File: src/rtl/ddr_tgen_pkg.sv
// Shared types and helpers for the DDR traffic generator.
// The data pattern is derived from the beat address, so a read can be checked without storing the written data.
package ddr_tgen_pkg;

    typedef enum logic [2:0] {
        S_IDLE,
        S_WR_AW,
        S_WR_W,
        S_WR_B,
        S_RD_AR,
        S_RD_R,
        S_FIN
    } tgen_state_e;

    typedef enum logic [1:0] {
        RESP_OKAY   = 2'b00,
        RESP_EXOKAY = 2'b01,
        RESP_SLVERR = 2'b10,
        RESP_DECERR = 2'b11
    } axi_resp_e;

    localparam int BURST_BEATS = 16;
    localparam int BURST_BYTES = 128;

    function automatic logic [63:0] tgen_pattern(input logic [31:0] addr);
        return {addr, ~addr};
    endfunction

endpackage

File: src/rtl/ddr_traffic_gen.sv
// DDR traffic generator: writes num_bursts 16-beat bursts, reads them back and counts bad beats.
// Optional macro DDR_TGEN_RESP_CHECK_EN also counts bad BRESP/RRESP/RID.
module ddr_traffic_gen
    import ddr_tgen_pkg::*;
#(
    parameter logic [7:0] AXI_ID = 8'h00
) (
    input  logic        acr_clk,
    input  logic        acr_rst,
    input  logic        start,
    input  logic [31:0] base_addr,
    input  logic [15:0] num_bursts,
    output logic        busy,
    output logic        done,
    output logic [15:0] err_cnt,
    output logic [31:0] axi_awaddr,
    output logic [3:0]  axi_awlen,
    output logic [2:0]  axi_awsize,
    output logic [1:0]  axi_awburst,
    output logic        axi_awlock,
    output logic [3:0]  axi_awcache,
    output logic [2:0]  axi_awprot,
    output logic        axi_awvalid,
    input  logic        axi_awready,
    output logic [63:0] axi_wdata,
    output logic [7:0]  axi_wstrb,
    output logic        axi_wlast,
    output logic        axi_wvalid,
    input  logic        axi_wready,
    input  logic [7:0]  axi_bid,
    input  logic [1:0]  axi_bresp,
    input  logic        axi_bvalid,
    output logic        axi_bready,
    output logic [7:0]  axi_arid,
    output logic [31:0] axi_araddr,
    output logic [3:0]  axi_arlen,
    output logic [2:0]  axi_arsize,
    output logic [1:0]  axi_arburst,
    output logic        axi_arlock,
    output logic [3:0]  axi_arcache,
    output logic [2:0]  axi_arprot,
    output logic        axi_arvalid,
    input  logic        axi_arready,
    input  logic [7:0]  axi_rid,
    input  logic [63:0] axi_rdata,
    input  logic [1:0]  axi_rresp,
    input  logic        axi_rlast,
    input  logic        axi_rvalid,
    output logic        axi_rready
);

    localparam logic [3:0] LAST_BEAT = 4'(BURST_BEATS - 1);

    tgen_state_e state_q, state_d;
    logic [31:7] base_q;
    logic [15:0] nbursts_q;
    logic [15:0] burst_q;
    logic [3:0]  beat_q;
    logic [15:0] err_q;

    logic [31:0] burst_addr;
    logic [31:0] beat_addr;
    logic        last_burst;
    logic        last_beat;
    logic        start_ok;
    logic        aw_hs, w_hs, b_hs, ar_hs, r_hs;
    logic        r_bad, b_bad, err_inc;
    logic        unused_inputs;

    assign burst_addr = {base_q, 7'b0} + 32'(burst_q) * 32'(BURST_BYTES);
    assign beat_addr  = burst_addr + {25'b0, beat_q, 3'b0};
    assign last_burst = (burst_q == nbursts_q - 16'd1);
    assign last_beat  = (beat_q == LAST_BEAT);
    assign start_ok   = (state_q == S_IDLE) && start;

    assign aw_hs = (state_q == S_WR_AW) && axi_awready;
    assign w_hs  = (state_q == S_WR_W)  && axi_wready;
    assign b_hs  = (state_q == S_WR_B)  && axi_bvalid;
    assign ar_hs = (state_q == S_RD_AR) && axi_arready;
    assign r_hs  = (state_q == S_RD_R)  && axi_rvalid;

`ifdef DDR_TGEN_RESP_CHECK_EN
    assign r_bad = (axi_rdata != tgen_pattern(beat_addr))
                || (axi_rresp != RESP_OKAY)
                || (axi_rid != AXI_ID);
    assign b_bad = (axi_bresp != RESP_OKAY);
`else
    assign r_bad = (axi_rdata != tgen_pattern(beat_addr));
    assign b_bad = 1'b0;
`endif

    // a beat with both a data and a response fault still counts once
    assign err_inc = (r_hs && r_bad) || (b_hs && b_bad);

    assign unused_inputs = ^{axi_bid, axi_rlast, axi_bresp, axi_rresp, axi_rid};

    always_comb begin
        state_d = state_q;
        unique case (state_q)
            S_IDLE:  if (start) state_d = (num_bursts == '0) ? S_FIN : S_WR_AW;
            S_WR_AW: if (axi_awready) state_d = S_WR_W;
            S_WR_W:  if (axi_wready && last_beat) state_d = S_WR_B;
            S_WR_B:  if (axi_bvalid) state_d = last_burst ? S_RD_AR : S_WR_AW;
            S_RD_AR: if (axi_arready) state_d = S_RD_R;
            S_RD_R:  if (axi_rvalid && last_beat) state_d = last_burst ? S_FIN : S_RD_AR;
            S_FIN:   state_d = S_IDLE;
            default: state_d = S_IDLE;
        endcase
    end

    always_ff @(posedge acr_clk) begin
        if (acr_rst) begin
            state_q   <= S_IDLE;
            base_q    <= '0;
            nbursts_q <= '0;
            burst_q   <= '0;
            beat_q    <= '0;
            err_q     <= '0;
        end else begin
            state_q <= state_d;
            if (start_ok) begin
                base_q    <= base_addr[31:7];
                nbursts_q <= num_bursts;
                burst_q   <= '0;
                beat_q    <= '0;
                err_q     <= '0;
            end else begin
                if (aw_hs || ar_hs) beat_q <= '0;
                else if (w_hs || r_hs) beat_q <= beat_q + 4'd1;
                if (b_hs) burst_q <= last_burst ? '0 : burst_q + 16'd1;
                else if (r_hs && last_beat && !last_burst) burst_q <= burst_q + 16'd1;
                if (err_inc && err_q != 16'hFFFF) err_q <= err_q + 16'd1;
            end
        end
    end

    // valids come from the state register only, never from ready
    assign axi_awvalid = (state_q == S_WR_AW);
    assign axi_wvalid  = (state_q == S_WR_W);
    assign axi_bready  = (state_q == S_WR_B);
    assign axi_arvalid = (state_q == S_RD_AR);
    assign axi_rready  = (state_q == S_RD_R);

    assign axi_awaddr = axi_awvalid ? burst_addr : '0;
    assign axi_araddr = axi_arvalid ? burst_addr : '0;
    assign axi_wdata  = axi_wvalid ? tgen_pattern(beat_addr) : '0;
    assign axi_wlast  = axi_wvalid && last_beat;

    assign axi_awlen   = 4'hF;
    assign axi_awsize  = 3'd3;
    assign axi_awburst = 2'b01;
    assign axi_awlock  = 1'b0;
    assign axi_awcache = 4'h0;
    assign axi_awprot  = 3'h0;
    assign axi_wstrb   = 8'hFF;
    assign axi_arid    = AXI_ID;
    assign axi_arlen   = 4'hF;
    assign axi_arsize  = 3'd3;
    assign axi_arburst = 2'b01;
    assign axi_arlock  = 1'b0;
    assign axi_arcache = 4'h0;
    assign axi_arprot  = 3'h0;

    assign busy    = (state_q != S_IDLE) && (state_q != S_FIN);
    assign done    = (state_q == S_FIN);
    assign err_cnt = err_q;

endmodule

File: config.mk
export PLATFORM = sky130hd
export DESIGN_NAME = ddr_traffic_gen
export DESIGN_NICKNAME = d
export VERILOG_FILES = /design/src/rtl/ddr_tgen_pkg.sv /design/src/rtl/ddr_traffic_gen.sv
export SDC_FILE = /design/constraint.sdc
export NUM_CORES = 1
export LEC_CHECK = 0
export ABC_AREA = 1
export CAP_MARGIN = 5
export CORE_UTILIZATION = 48
export DETAILED_ROUTE_END_ITERATION = 16
export PLACE_DENSITY = 0.85
export SLEW_MARGIN = 10
export SYNTH_ARGS = -nofsm -noshare
export SYNTH_HDL_FRONTEND = slang
export SYNTH_SLANG_ARGS = --single-unit
File: constraint.sdc
create_clock -name acr_clk -period 5.9 [get_ports acr_clk]
set_clock_uncertainty 0.05 [all_clocks]
set_input_delay 1.18 -clock acr_clk [delete_from_list [all_inputs] [get_ports acr_clk]]
set_output_delay 1.18 -clock acr_clk [all_outputs]
set_load 0.1 [all_outputs]
* After elaboration in Yosys (flattened, before gate mapping)
Cells that the tools add are included.
** Operators by class
- Add/sub/neg operators :: 6
- Equality and inequality tests :: 17
- Mux-type cells :: 16
- Bitwise operators :: 1
- Reduce and logical (&&, ||, !) cells :: 24
** Operators by type and width (number)
- 2-to-1 mux 32 bit :: 2
- 2-to-1 mux 64 bit :: 1
- inequality test 64 bit :: 1
- 2-to-1 mux 16 bit :: 3
- adder 16 x 1 -> 16 bit, second input constant :: 2
- adder 32 x 23 -> 32 bit :: 1
- adder 32 x 7 -> 32 bit :: 1
- NOT 32 bit :: 1
- 2-to-1 mux 3 bit :: 8
- case mux 3 bit (6 select lines) :: 1
- == test 16 bit :: 1
- logical NOT 16 bit :: 1
- inequality test 16 bit, second input constant :: 1
- subtractor 16 x 1 -> 16 bit, second input constant :: 1
- logical AND 1 bit :: 14
- == test 3 bit, second input constant :: 3
- inequality test 2 x 1 -> 1 bit, second input constant :: 4
- == test 3 x 2 -> 1 bit, second input constant :: 2
- AND reduction 6 bit :: 1
- adder 4 x 1 -> 4 bit, second input constant :: 1
- == test 4 bit, second input constant :: 1
- inequality test 2 bit, second input constant :: 2
- == test 3 x 1 -> 1 bit, second input constant :: 1
- logical NOT 3 bit :: 1
- 8 further kinds :: 9
** Storage, ports and cells
- Register bits :: 80
- Input bits :: 141
- Output and inout bits :: 202
- Word-level logic and storage cells :: 70

* Depth between registers and ports, before layout
- Depth in word-level cells :: 6
- Gate-level depth with buffers :: 24
- Mapped depth without buffers :: 23

* Worst setup path after synthesis
Ideal clock, no wire load.
- Path kind :: reg-to-output
- Start point :: register state_q[2]
- End point :: output axi_wdata[57]
- Data arrival time :: 4088 ps
- Data required time :: 4670 ps
- Path slack :: 582 ps
- Cell stages (with the launch flop) :: 8
- Buffers on the path :: 2
- Cells stage by stage :: dfxtp_1 > inv_1 > nand2_1 > nor2_1 > inv_1 > clkbuf_1 > buf_1 > nor2_1
** On the way
- Longest elaborated chain between the ends :: 2
** RTL lines
- from (decl) :: line ddr_traffic_gen.sv:54 : tgen_state_e state_q, state_d;
- from (signal assigned) :: line ddr_traffic_gen.sv:120 : state_q <= state_d;
- == test 3 x 2 -> 1 bit :: line ddr_traffic_gen.sv:139 : assign axi_wvalid = (state_q == S_WR_W);
- net axi_wvalid :: line ddr_traffic_gen.sv:28 : output logic axi_wvalid,
- 2-to-1 mux 64 bit :: line ddr_traffic_gen.sv:146 : assign axi_wdata = axi_wvalid ? tgen_pattern(beat_addr) : '0;
- to (decl) :: line ddr_traffic_gen.sv:25 : output logic [63:0] axi_wdata,
The timed path passes the listed nets, and every way through them passes these cells.

* Worst setup path after layout
- Start point :: register burst_q[0]
- End point :: output axi_wdata[59]
** On the way
- Longest elaborated chain between the ends :: 3
** RTL lines
- from (decl) :: line ddr_traffic_gen.sv:57 : logic [15:0] burst_q;
- from (signal assigned) :: line ddr_traffic_gen.sv:130 : if (b_hs) burst_q <= last_burst ? '0 : burst_q + 16'd1;
- from (signal assigned) :: line ddr_traffic_gen.sv:131 : else if (r_hs && last_beat && !last_burst) burst_q <= burst_q + 16'd1;
- adder 32 x 23 -> 32 bit :: line ddr_traffic_gen.sv:70 : assign burst_addr = {base_q, 7'b0} + 32'(burst_q) * 32'(BURST_BYTES);
- adder 32 x 7 -> 32 bit :: line ddr_traffic_gen.sv:71 : assign beat_addr = burst_addr + {25'b0, beat_q, 3'b0};
- 2-to-1 mux 64 bit :: line ddr_traffic_gen.sv:146
Every way passes these cells.

==> metrics.cfg <==
[outcome]
outcome=complete, no violations

[power_and_ir_drop]
vdd_drop_max_mv=0.302
power.density_mw_per_mm2=335
leakage_nw=4.91

[worst_setup_path]
start_kind=register
cp_cell_sequence=ha_1 > inv_1 > fa_1 > inv_1 > nand3_1 > nand3_1 > nand4_1 > nand4_1 > nand2_2 > nor2_1 > clkdlybuf4s50_1
cp.required_ps=4670
critPathLaunch=burst_q[0]
cp-end-kind=output port
reg2reg_depth=20
cp_slowest_cell=clkdlybuf4s50_1
r2r_start=burst_q[0]
rr_endpoint=err_cnt[1]
rrSetupSlack_ps=2300
path_max_fanout=6
worstPathArrival_ps=3780
crit_path_max_incr_delay_ps=1160
crit_path_end=axi_wdata[59]
worstSetupPathType=register to output port

[sta]
finalMaxSlewViolations=0
fin_crit_ps=5010
rsz0062_at_grt=no
fin_ws_ps=887
relSlewSlack_pct=28.5
hold_violations=0
fmax_ghz=0.199
fin_crit_sh_pct=85.0
setup_violations=0
worst_pin_slew_ps=1070
fin_tns_setup_ps=0

[place]
pre_cts_ws_ps=1310
dpl.hpwl_um=23400
io_buffer_count=247
dpl.cell_count=1882
postPlaceCellArea_mm2=0.0106
gp_congestion=0.987

[cells_and_area]
final_area_mm2=0.0109
mostFrequentLayoutCells=nand2_1, clkdlybuf4s50_1, nor2_1, inv_1, nand3_1
final_util_pct=65.2
num-fill-cells=1559
syn2layout_area_growth_pct=32.2
nets=1835
drive_above_1_share_pct=4.35
mostFrequentLayoutCell=nand2_1
multi_input_area_mm2=0.00541
final-seq-area_mm2=0.00160
fin_cells=1898
num_antenna_cells=0

[global_route]
grt.total_usage_pct=32.1
busiest_layer=met2
grt.met1_usage_pct=36.5
grt_pass1_wl_um=44600
grt_use_met3_pct=3.26
grt_pass1_vias=8873
antenna_found_initial=0
grt_start_max_net_pins=63
globalRouteOverflowTotal=0
use_met2_pct=57.9

[synthesis]
netlist_instances=1451
synth_cell_types=45
yosysTopAreaCell=dfxtp_1
synth_top_area_share_pct=19.4
async_flop_share_pct=0
syn_area_per_cell_um2=5.68
yosys_warnings=0
ys_top_cells_by_area=dfxtp_1, nand2_1, nor2_1, inv_1, nand3_1
syn_area_mm2=0.00825
ys_seq_elements=80
synth_edf_count=0
synth_ff_type=dfxtp_1
synth_seq_area_share_pct=19.4

[floorplanning]
fp.coreArea_mm2=0.0167
start_util_pct=49.4
die_height_um=133
num_rows=47
dieArea_mm2=0.0177
dieWidth_um=133
io-pin-count=343

[route]
via_per_inst=5.21
routedWlPerCell_um=15.1
firstDrtPassIters=5
wl_um=28700
drc_errors=0
vias=9887
drtIter0Drc=784
final_antenna_net_count=0

[clocking]
cts_sinks=80
cts_root_buffer=clkbuf_16
clk_path_buf_depth=2
cts_resized=0
clk_latency_ps=350
ctsHoldBuffers=0
htree_num_levels=3
clkSlewWorstSetupHoldPaths_ps=60
cts_tree=built
cts_setup_buffers=0
cts_made_buffers=9

[hold_path]
hp-class=register to register

[job]
cap_violations=0

[cells by family after synthesis]
kind of cell,share of synthesized area (%)
fa+ha+maj,3.28
compound gates,9.51
buf+inv,18.0
xor+xnor,5.51
simple gates,44.2
other cells,0.0911
flops,19.4
[how the worst min path moves through the flow]
stage                  startpoint       endpoint  slack, ps  cells past startpoint
floorplan              base_q[10]     base_q[10]        400                      2
global placement       base_q[10]     base_q[10]        400                      2
detailed placement     base_q[10]     base_q[10]        410                      2
CTS                 nbursts_q[15]  nbursts_q[15]        430                      2
global route            base_q[9]      base_q[9]        440                      2
finish                 base_q[21]     base_q[21]        430                      2
[Yosys cell counts (2+ instances only)]
library cell,count
a21oi_1,93
a21oi_2,2
and2_1,2
and3_1,2
buf_1,2
buf_4,73
buf_6,2
clkbuf_1,27
clkinv_1,3
conb_1,2
dfxtp_1,80
ha_1,20
inv_1,199
inv_2,9
nand2_1,365
nand2_2,21
nand3_1,114
nand3_2,6
nand3b_1,16
nand4_1,42
nor2_1,216
nor2_2,8
nor3_1,22
nor4_1,13
o211ai_1,3
o21ai_0,38
o22ai_1,4
or2_2,2
xnor2_1,13
xor2_1,37
[per-layer routing]
metal | share of wire (%) | up-vias
li1 | - | 4913
met1 | 39 | 4482
met2 | 50 | 409
met3 | 5.5 | 83
met4 | 5.6 | 0
met5 | 0 | -
[report_power, final]
group | switching, W | internal (W)
Clock | 0.000240 | 0.000371
Combinational | 0.00179 | 0.000554
Sequential | 0.0000778 | 0.000615
[flip-flops by register name, summed over array words and instances (netlist names)]
register	flops
base_q	25
burst_q	16
err_cnt	16
nbursts_q	16
beat_q	4
state_q	3
[area by class of cell]
cell class	count	area share (%)
multi-input cells	1119	49.6
well taps	220	2.53
repair buffers	252	23.0
flip-flops and latches	80	14.7
clock inverters	5	0.746
clock buffers	11	2.14
inverters	211	7.27
[worst max-delay path, delay by kind of cell (launching register included)]
kind	cells	cell delay, ps
buf+inv	3	1350
simple gates	6	970
fa+ha+maj	2	650
flops	1	450
[stage by stage]
step	total power, W	hold slack, ps
6_report	0.00365	432
5_1_grt	0.00382	445
4_1_cts	0.00364	433
3_5_place_dp	0.00302	407
3_3_place_gp	0.00300	405
2_1_floorplan	0.00251	395
Power figures use the tool's default switching activity.
